[src/rtl/utils_pkg.sv]
// Shared constants for the stream demux: default word width and channel indices.
package utils_pkg;

    localparam int DATA_W_DEF = 5;
    localparam logic CH0 = 1'b0;
    localparam logic CH1 = 1'b1;

    // Occupancy decode for (log2(DEPTH)+1)-bit wrapping pointers.
    function automatic logic ptr_full(input logic [31:0] wr_ptr, input logic [31:0] rd_ptr, input int aw);
        logic [31:0] diff_s;
        diff_s = wr_ptr ^ rd_ptr;
        return (diff_s[aw] == 1'b1) && ((diff_s & ((32'd1 << aw) - 32'd1)) == 32'd0);
    endfunction

endpackage

[src/rtl/demux_fifo_channel.sv]
// One output channel of the demux: small FIFO with valid/ready pop side and an
// accepted-word counter.
module demux_fifo_channel
    import utils_pkg::*;
#(
    parameter int DATA_W = 5,
    parameter int DEPTH  = 2,
    parameter int CNT_W  = 8
) (
    input  logic              clk,
    input  logic              rst_n,
    input  logic              push,
    input  logic [DATA_W-1:0] push_data,
    output logic              full,
    input  logic              pop_ready,
    output logic              out_valid,
    output logic [DATA_W-1:0] out_data,
    output logic [CNT_W-1:0]  cnt
);

    localparam int AW = $clog2(DEPTH);

    logic [AW:0]                   wr_ptr_r;
    logic [AW:0]                   rd_ptr_r;
    logic [DEPTH-1:0][DATA_W-1:0]  mem_r;
    logic [CNT_W-1:0]              cnt_r;
    logic                          full_s;
    logic                          empty_s;
    logic                          do_push_s;
    logic                          do_pop_s;

    // Occupancy flags and qualified push/pop strobes.
    always_comb begin
        full_s    = ptr_full(32'(wr_ptr_r), 32'(rd_ptr_r), AW);
        empty_s   = (wr_ptr_r == rd_ptr_r);
        do_push_s = push && !full_s;
        do_pop_s  = !empty_s && pop_ready;
    end

    // Pointer, storage and counter state.
    always_ff @(posedge clk or negedge rst_n) begin
        if (!rst_n) begin
            wr_ptr_r <= {(AW+1){1'b0}};
            rd_ptr_r <= {(AW+1){1'b0}};
            mem_r    <= {(DEPTH*DATA_W){1'b0}};
            cnt_r    <= {CNT_W{1'b0}};
        end else begin
            if (do_push_s) begin
                mem_r[wr_ptr_r[AW-1:0]] <= push_data;
                wr_ptr_r                <= wr_ptr_r + {{AW{1'b0}}, 1'b1};
                cnt_r                   <= cnt_r + {{(CNT_W-1){1'b0}}, 1'b1};
            end else begin
                wr_ptr_r <= wr_ptr_r;
            end
            if (do_pop_s) begin
                rd_ptr_r <= rd_ptr_r + {{AW{1'b0}}, 1'b1};
            end else begin
                rd_ptr_r <= rd_ptr_r;
            end
        end
    end

    // Head word straight from storage, masked to zero when empty.
    always_comb begin
        full      = full_s;
        out_valid = !empty_s;
        cnt       = cnt_r;
        if (empty_s) begin
            out_data = {DATA_W{1'b0}};
        end else begin
            out_data = mem_r[rd_ptr_r[AW-1:0]];
        end
    end

endmodule

[src/rtl/stream_demux_5to10.sv]
// Routes one valid/ready word stream to two independent FIFO channels,
// chosen per word by select.
module stream_demux_5to10
    import utils_pkg::*;
#(
    parameter int DATA_W = DATA_W_DEF,
    parameter int DEPTH  = 2,
    parameter int CNT_W  = 8
) (
    input  logic              clk,
    input  logic              rst_n,
    input  logic              in_valid,
    output logic              in_ready,
    input  logic              select,
    input  logic [DATA_W-1:0] in_data,
    output logic              out0_valid,
    input  logic              out0_ready,
    output logic [DATA_W-1:0] out0_data,
    output logic              out1_valid,
    input  logic              out1_ready,
    output logic [DATA_W-1:0] out1_data,
    output logic [CNT_W-1:0]  cnt0,
    output logic [CNT_W-1:0]  cnt1
);

    logic [1:0] full_s;
    logic [1:0] push_s;
    logic       accept_s;

    // in_ready looks only at the selected channel's fullness, never at in_valid or the consumers.
    always_comb begin
        in_ready = 1'b0;
        accept_s = 1'b0;
        push_s   = 2'b00;
        if (rst_n) begin
            in_ready = (select == CH1) ? !full_s[1] : !full_s[0];
        end else begin
            in_ready = 1'b0;
        end
        accept_s = in_valid && in_ready;
        case (select)
            CH0:     push_s = {1'b0, accept_s};
            CH1:     push_s = {accept_s, 1'b0};
            default: push_s = 2'b00;
        endcase
    end

    demux_fifo_channel #(
        .DATA_W (DATA_W),
        .DEPTH  (DEPTH),
        .CNT_W  (CNT_W)
    ) u_ch0 (
        .clk       (clk),
        .rst_n     (rst_n),
        .push      (push_s[0]),
        .push_data (in_data),
        .full      (full_s[0]),
        .pop_ready (out0_ready),
        .out_valid (out0_valid),
        .out_data  (out0_data),
        .cnt       (cnt0)
    );

    demux_fifo_channel #(
        .DATA_W (DATA_W),
        .DEPTH  (DEPTH),
        .CNT_W  (CNT_W)
    ) u_ch1 (
        .clk       (clk),
        .rst_n     (rst_n),
        .push      (push_s[1]),
        .push_data (in_data),
        .full      (full_s[1]),
        .pop_ready (out1_ready),
        .out_valid (out1_valid),
        .out_data  (out1_data),
        .cnt       (cnt1)
    );

endmodule

[config.mk]
export PLATFORM = sky130hd
export DESIGN_NAME = stream_demux_5to10
export DESIGN_NICKNAME = d
export VERILOG_FILES = /design/src/rtl/utils_pkg.sv /design/src/rtl/demux_fifo_channel.sv /design/src/rtl/stream_demux_5to10.sv
export SDC_FILE = /design/constraint.sdc
export NUM_CORES = 1
export LEC_CHECK = 0
export CORE_MARGIN = 5
export CORE_UTILIZATION = 40
export DETAILED_ROUTE_END_ITERATION = 10
export PLACE_DENSITY = 0.66
export REMOVE_ABC_BUFFERS = 1
export SLEW_MARGIN = 30
export SYNTH_ARGS = -nofsm -noshare
export SYNTH_HDL_FRONTEND = slang
export SYNTH_HIERARCHICAL = 1
export SYNTH_SLANG_ARGS = --single-unit
export TNS_END_PERCENT = 1
[constraint.sdc]
create_clock -name clk -period 2.15 [get_ports clk]
set_input_delay 0.5375 -clock clk [delete_from_list [all_inputs] [get_ports clk]]
set_output_delay 0.5375 -clock clk [all_outputs]
set_load 0.005 [all_outputs]
==> results, run 1 <==
- The total clock buffers created by CTS is 5.
- By count the netlist is led by sky130_fd_sc_hd__dfrtp_1 (44), sky130_fd_sc_hd__mux2_2 (17), sky130_fd_sc_hd__nor2_1 (17), sky130_fd_sc_hd__xor2_1 (15), sky130_fd_sc_hd__mux2i_1 (11).
- After global routing the overflow that remains totals 0.
- The TritonCTS clock tree is built.
- Setup violations remaining at the end of the flow were counted as 4.
- The count of mapped cells out of synthesis is 168.
- Input and output buffers added on the ports amount to 39.
- In this run the cell area measured after placement is 2718 µm².
- The pre-CTS setup slack is -0.2202 ns.
- Multiplexer cells account for 17.82% of the synthesized area.
- The synthesized netlist occupies a cell area of 2113 µm².
- The most repeated cell in the gate-level netlist after synthesis is sky130_fd_sc_hd__dfrtp_1.
- The number of nets in the layout is 251.
- CTS placed an instance of sky130_fd_sc_hd__clkbuf_8 at the clock tree root.
- The run finished, with violations left.
- The number of buffers inserted for hold repair after clock tree synthesis is 0.
- Derived from the worst setup path, the maximum achievable clock frequency is 442.3 MHz.
- The via count of the first global-routing pass is 1,428.
- Along the worst path, the maximum fanout reaches 6.
- The path class of the tightest hold or removal check is in -> async.
- The via count of the routed design is 1,435.
- Counting flops and latches in the post-synthesis netlist gives 44.
- The number of standard cells in the layout, taps in and fillers out is 309.
- By area, the combinational part of the netlist is dominated by multiplexers.
- The critical register-to-register path endpoint is u_ch0/mem_r[0].
- The critical path is of the reg -> out type.
- Routability-driven placement finished with a final weighted congestion of 0.7427.
- The worst setup path is captured at an output port.
- The fraction of layout cells with a size suffix above 1 is 31.80%.
- The die area is 6837 µm².
- After floorplanning, the core was divided into 26 placement rows.
- Sequential cells account for 34.0% of the total power.
- No sink is reached through more buffers than the 2 on the longest clock path.
- The post-layout minimum cycle time is 2.261 ns.
- Using the TritonRoute via totals, the vias-per-cell ratio works out to 4.644.
- The number of cells on the worst reg-to-reg path is 9.
- The pre-antenna-repair detailed-routing pass consisted of 4 iterations.
- The number of H-tree levels is 2.
- The source of the worst register-to-register timing path is u_ch0/rd_ptr_r[0].
- Net switching is 35.45% of the power.
- Of all cell types, the one taking the most synthesized area is sky130_fd_sc_hd__dfrtp_1.
- Measured along the y axis, the die boundary spans 82.69 µm.
- The clock arrives with 0.01044 ns of skew.
- The initial antenna violation count was 0.
- The global routing usage summed across all routing layers is 12.88%.
- The layout overhead on the synthesized area is 38.31%.
- In the post-route analysis, the smallest setup slack over all paths is -0.1110 ns.
- The number of remaining DRC errors is 0.
- Dividing the detail-routed wire length by the instance count gives 13.35 µm.
- The floorplan step set the die width to 82.69 µm.
- The design draws 4.349 mW.
- The tree built by TritonCTS fans out to 44 sinks.
- The power per unit of standard cell area is 1488 nW/µm².
- The leakage power summed over all cells is 1.401 nW.
- The share of synthesized cell area in full adder, half adder and majority cells is 1.184%.
- The final max-slew violation count is 0.
- The clock latency of the later-clocked register in the worst-skew pair is 0.29 ns.
- In this run, placement finished with an instance count of 296.
- The portion of the clock cycle consumed by the worst path in the final layout is 105.2%.
- 0 antenna diodes ended up in the layout.
- Setup repair after global routing could not meet its margin everywhere.
- With fillers left out, the area of the finished cells amounts to 2923 µm².
- The largest vdd supply drop is 0.7183 mV.
- For this design the top-level I/O count stands at 40.
- The count of endpoints failing hold in the final timing report is 0.
- The compound-gate portion of the synthesized area is 5.092%.
- The first-pass GRT wire length is 6610 µm.
- After Yosys synthesis, and, or, nand and nor cells account for 8.999% of the synthesized area.
- For this configuration, the core starts out at a cell density of 41.38%.
- The DRC marker count from the first detailed-route iteration is 47.
- The Yosys warning count is 6.
- The worst setup path is launched from a flip-flop.
- Averaged over all synthesized cells, the footprint is 12.58 µm².
- For this design the total switching power over the nets is 1.542 mW.
- The main flop type after synthesis is sky130_fd_sc_hd__dfrtp_1.
- For the pin with the worst max-slew slack, the measured transition is 0.4863 ns.
- The checks that failed: setup timing.
- The headroom to the max-slew limit is 67.37%.
- In this run, the clock network consumes 11.6% of the power.
- The CTS clock-pin slew for the worst setup and hold paths is 0.08 ns.
- The tool flagged a number of max-cap violations equal to 0.
- Yosys mapped the design onto 29 distinct sky130hd cell types.
- By area the synthesized netlist is led by sky130_fd_sc_hd__dfrtp_1 (52%), sky130_fd_sc_hd__mux2_2 (9.1%), sky130_fd_sc_hd__xor2_1 (6.2%).
- Yosys mapped a number of flops with a built-in enable equal to 0.
- The post-detailed-placement half-perimeter wirelength is 2916 µm.
- The share of the Yosys chip area taken by registers is 52.10%.
- The arrival time at the worst endpoint is 1.72 ns.
- The top cell type's share of synthesized area is 52.10%.
- Entering global routing, the biggest net connects 38 pins.
- The count of nets left with antenna violations once routing finished came out at 0.
- The required time of the worst setup path is 1.61 ns.
- In the synthesized netlist the async set-or-reset flop fraction comes to 100.0%.
- The part of the power in combinational logic is 54.4%.
- The internal portion of the total power is 2.807 mW.
- For flop-to-flop paths, the worst setup slack is 0.07 ns.
- The xor and xnor fraction of the mapped netlist area is 12.67%.
- The region available for standard cell placement spans 5107 µm².
- The routed design has 4125 µm of wire.
-- through the flow --
step	TNS, ns	utilization [%]	hold slack [ns]
2_1_floorplan	-2.763	-	0.2419
3_3_place_gp	-3.252	53.21	0.4567
3_5_place_dp	-3.622	53.21	0.4577
4_1_cts	-1.423	55.56	0.1840
5_1_grt	-1.404	57.23	0.1825
6_report	-0.3132	57.23	0.1865
-- worst max-delay path by stage --
stage                       from             end  slack (ns)
4_1_cts        u_ch0/wr_ptr_r[0]    out0_data[4]       -0.22
2_1_floorplan  u_ch0/rd_ptr_r[0]  u_ch0/mem_r[5]       -0.27
6_report       u_ch0/rd_ptr_r[1]    out0_data[1]       -0.11
5_1_grt        u_ch0/rd_ptr_r[0]    out0_data[2]       -0.24
3_5_place_dp              select        in_ready       -0.22
3_3_place_gp              select        in_ready       -0.21
-- cells by family (layout without fill, tap and decap cells) --
group | count (synthesis) | count (layout)
fa+ha+maj | 2 | 2
mux | 33 | 33
xor+xnor | 28 | 28
compound gates | 13 | 13
flops | 44 | 44
simple gates | 42 | 42
buf+inv | 6 | 77
-- state kept, by name (all words and copies together), names as in the netlist --
| register | cells |
|---|---|
| u_ch0/cnt | 8 |
| u_ch0/mem_r | 10 |
| u_ch0/rd_ptr_r | 2 |
| u_ch0/wr_ptr_r | 2 |
| u_ch1/cnt | 8 |
| u_ch1/mem_r | 10 |
| u_ch1/rd_ptr_r | 2 |
| u_ch1/wr_ptr_r | 2 |
-- timing repair --
action                                  in CTS  in global routing
cloned                                       0                  0
endpoints found under the setup margin      13                 27
pin swaps                                    4                  4
buffers inserted                             3                  2
gates resized for setup                     10                 22
hold endpoints to repair                     0                  0
-- critical path, stage by stage, from the launching register on --
cell	delay [ns]
sky130_fd_sc_hd__dfrtp_2	0.46
sky130_fd_sc_hd__xor2_2	0.23
sky130_fd_sc_hd__nor2_4	0.09
sky130_fd_sc_hd__nor2_1	0.14
sky130_fd_sc_hd__clkdlybuf4s50_1	0.52
-- layer usage --
| metal | global-route usage (%) | share of wire, % | vias up |
|---|---|---|---|
| met5 | 0 | 0 | - |
| met4 | 3.431 | 0.75 | 0 |
| met3 | 4.555 | 6.1 | 3 |
| met2 | 19.79 | 46 | 36 |
| met1 | 17.26 | 48 | 682 |
| li1 | - | - | 714 |
-- power by group through the flow --
stage	combinational [mW]	clock, mW	sequential [mW]
5_1_grt	2.59	0.560	1.53
3_5_place_dp	2.21	0	1.45
3_3_place_gp	2.20	0	1.45
2_1_floorplan	1.06	0	1.47
6_report	2.37	0.505	1.48
4_1_cts	2.27	0.523	1.46
-- placed cells by master, fill, tap and decap left out, types with 2 or more instances in the layout --
master                            count
sky130_fd_sc_hd__mux2_2              12
sky130_fd_sc_hd__a21oi_1              2
sky130_fd_sc_hd__dlymetal6s2s_1       4
sky130_fd_sc_hd__nor2_1              14
sky130_fd_sc_hd__nand4_1              5
sky130_fd_sc_hd__mux2_4              10
sky130_fd_sc_hd__clkbuf_8             5
sky130_fd_sc_hd__inv_1                3
sky130_fd_sc_hd__nand3_1              3
sky130_fd_sc_hd__nand2_1              9
sky130_fd_sc_hd__xnor2_2              2
sky130_fd_sc_hd__dfrtp_1             39
sky130_fd_sc_hd__a21oi_2              2
sky130_fd_sc_hd__mux2i_1             11
sky130_fd_sc_hd__xor2_1              13
sky130_fd_sc_hd__xor2_2               4
sky130_fd_sc_hd__clkdlybuf4s50_1     28
sky130_fd_sc_hd__ha_1                 2
sky130_fd_sc_hd__dfrtp_2              5
sky130_fd_sc_hd__xnor2_1              9
sky130_fd_sc_hd__a211oi_1             2
sky130_fd_sc_hd__o211ai_1             2
sky130_fd_sc_hd__buf_6                2
sky130_fd_sc_hd__buf_4               25
sky130_fd_sc_hd__nor3_1               3
sky130_fd_sc_hd__dlygate4sd2_1        5
sky130_fd_sc_hd__clkbuf_1             2
sky130_fd_sc_hd__nor2_2               2
-- cell type report --
type | instances | area (µm²)
fillers | 477 | 2185
flip-flops and latches | 44 | 1107
multi-input cells | 118 | 1032
repair buffers | 66 | 599.3
well taps | 70 | 87.58
clock buffers | 7 | 76.32
inverters | 3 | 11.26
clock inverters | 1 | 8.758
No activity file was read; power rests on OpenSTA's default activity.
==> run 2: changes to the inputs <==
--- a/config.mk
+++ b/config.mk
@@ -6,9 +6,10 @@
 export NUM_CORES = 1
 export LEC_CHECK = 0
 export CORE_MARGIN = 5
-export CORE_UTILIZATION = 40
+export CORE_UTILIZATION = 35
+export CTS_BUF_LIST = sky130_fd_sc_hd__clkbuf_4 sky130_fd_sc_hd__clkbuf_8
 export DETAILED_ROUTE_END_ITERATION = 10
-export PLACE_DENSITY = 0.66
+export PLACE_DENSITY = 0.6
 export REMOVE_ABC_BUFFERS = 1
 export SLEW_MARGIN = 30
 export SYNTH_ARGS = -nofsm -noshare
==> results, run 2 (synthesized netlist as in run 1, its figures left out) <==
- The die covers 7692 µm².
- For this design the top-level I/O count stands at 40.
- The required time of the worst setup path is 1.61 ns.
- In this run the worst path has a maximum fanout of 4.
- The initial antenna violation count came to 1.
- At the placement stage, the worst setup path has a slack of -0.3182 ns.
- The detailed router finished its first iteration with 31 violations.
- For this run, the top clock speed supported by timing is 474.4 MHz.
- The total clock buffers created by CTS is 5.
- Dividing the final minimum period by the clock period gives 98.03%.
- In this run the cell area measured after placement is 2716 µm².
- The source of the worst register-to-register timing path is u_ch0/rd_ptr_r[0].
- Counting every sink on the clock net gives 44.
- The post-layout minimum cycle time is 2.108 ns.
- Detailed placement ended at an HPWL of 3004 µm.
- The via count of the routed design is 1,429.
- From bottom edge to top edge, the die measures 87.71 µm.
- In the final layout, the share of cells above drive strength 1 is 29.96%.
- Setup repair after global routing could not meet its margin everywhere.
- The largest registers in the layout are u_ch0/mem_r: 10 flops, u_ch1/mem_r: 10 flops.
- Setup violations remaining at the end of the flow were counted as 0.
- The number of standard cells in the layout, taps in and fillers out is 312.
- STA classifies the critical path endpoint as an output port.
- Cells fill 49.89% of the core in the end.
- The summed area of non-filler cells in the final layout is 2937 µm².
- The number of nets in the layout is 249.
- The number of cells on the worst reg-to-reg path is 10.
- Clock skew on the completed layout was measured at 0.005583 ns.
- The power per unit of standard cell area is 1537 nW/µm².
- The headroom to the max-slew limit is 62.54%.
- The TritonCTS clock tree is built.
- Once routing completed, OpenROAD measured the worst setup slack at 0.04227 ns.
- The min-delay analysis places its worst path in the category in -> async.
- The number of antenna repair diodes is 0.
- The total number of placement rows is 28.
- The die is 87.71 µm wide.
- The count of endpoints failing hold in the final timing report is 0.
- Leaving out fill and tap cells, the most frequent cells in the layout are sky130_fd_sc_hd__dfrtp_1 (42), sky130_fd_sc_hd__clkdlybuf4s50_1 (24), sky130_fd_sc_hd__buf_4 (22), sky130_fd_sc_hd__nor2_1 (15), sky130_fd_sc_hd__mux2_2 (15).
- The first-pass GRT wire length is 7265 µm.
- The via count of the first global-routing pass is 1,495.
- Data arrives at the worst endpoint at 1.57 ns.
- In the final routed layout, each cell accounts on average for 13.44 µm.
- The number of H-tree levels is 2.
- Entering global routing, the biggest net connects 44 pins.
- The number of detailed-routing iterations run before antenna repair is 4.
- For the pin with the worst max-slew slack, the measured transition is 0.5618 ns.
- The root buffer cell chosen for the clock tree is sky130_fd_sc_hd__clkbuf_8.
- The clock latency of the later-clocked register in the worst-skew pair is 0.30 ns.
- The number of input and output port buffers inserted is 39.
- Global routing used 12.29% of the available tracks across all layers.
- The final max-slew violation count is 0.
- The worst setup path is launched from a flip-flop.
- The area inside the core boundary is 5886 µm².
- The maximum clock path buffer count is 2.
- After detailed routing, the total wire length is 4194 µm.
- Leaving out fill and tap cells, the most frequent cell in the layout is sky130_fd_sc_hd__dfrtp_1.
- The setup slack of the worst register-to-register path is 0.11 ns.
- The largest vdd supply drop is 0.7951 mV.
- The count of filler cells inserted in the layout is 556.
- The post-placement cell count is 300.
- The final estimated routing congestion in global placement is 0.7741.
- The max-capacitance violation count is 0.
- Once detail routing completed, the nets flagged for antenna violations numbered 0.
- After global routing the overflow that remains totals 0.
- The CTS clock-pin slew for the worst setup and hold paths is 0.09 ns.
- The leakage power summed over all cells is 1.402 nW.
- The number of vias per cell after detailed routing is 4.580.
- Compared with the post-synthesis result, the final layout area differs by 38.96%.
- The initial core utilization is 35.91%.
- The start-to-end type of the worst setup path is reg -> out.
- In this run the worst setup path begins at u_ch0/rd_ptr_r[0].
- The flow ran to the end, and the final reports show no timing, DRC or antenna violations.
- The number of remaining DRC errors is 0.
==> run 2: changes by cell type in the layout (fill, tap and decap cells not counted), sizes merged <==
cell,change
bufinv,+3
dlymetal6s2s,-2
clkdlybuf4s50,-4
clkdlybuf4s15,-1
dlygate4sd2,+6
dlygate4sd3,+1
clkinv,-1
buf,-2
clkbuf,-2
==> run 2: critical path, stage by stage (launching register included) <==
cell and delay [ns]:
sky130_fd_sc_hd__dfrtp_1 0.42, sky130_fd_sc_hd__xor2_2 0.28, sky130_fd_sc_hd__buf_6 0.16, sky130_fd_sc_hd__nor2_2 0.04, sky130_fd_sc_hd__mux2i_1 0.13, sky130_fd_sc_hd__and2_1 0.14
sky130_fd_sc_hd__buf_2 0.11
==> run 2: timing repair <==
item / CTS / global route
buffers inserted: 3 / 0
hold buffers: 0 / 1
endpoints found under the hold margin: 0 / 1
endpoints found under the setup margin: 22 / 25
pin swaps: 5 / 3
resized for setup: 19 / 10
==> run 2: final timing paths <==
check,end
worst max register to register,u_ch0/mem_r[9]
max in group asynchronous,u_ch0/wr_ptr_r[1]
worst min-delay path,u_ch1/cnt[6]
min in group clk,u_ch0/cnt[7]
worst max-delay path,in_ready
worst min register to register,u_ch0/cnt[7]
==> run 2: through the flow <==
stage          total power [mW]  setup TNS (ns)  hold WS [ns]
2_1_floorplan             2.531          -2.763        0.2419
3_3_place_gp              3.650          -1.394        0.3401
3_5_place_dp              3.672          -1.521        0.3414
4_1_cts                   4.553         -0.2848       0.01039
5_1_grt                   4.904         -0.2989        0.4032
6_report                  4.514               0        0.3625
==> run 2: area by class of cell <==
class | instances | area (µm²) | area share, %
Timing Repair Buffer | 64 | 569.3 | 19.39
Clock inverter | 3 | 90.09 | 3.068
Multi-Input combinational cell | 118 | 999.7 | 34.04
Sequential cell | 44 | 1104 | 37.58
Tap cell | 75 | 93.84 | 3.196
Clock buffer | 5 | 68.82 | 2.343
Inverter | 3 | 11.26 | 0.3835
==> run 2: per-layer routing <==
metal / track usage [%] / up-vias / routed length [µm]
li1: - / 711 / -
met1: 17.07 / 683 / 2032
met2: 18.42 / 31 / 1872
met3: 4.892 / 2 / 268
met4: 2.092 / 2 / 6
met5: 0 / - / 13
==> run 2: power breakdown <==
part           leakage, nW  internal (mW)  switching, mW  total (mW)
Clock               0.0784          0.581          0.292       0.873
Combinational        0.775           1.27          0.933        2.20
Sequential           0.549           1.17          0.272        1.44
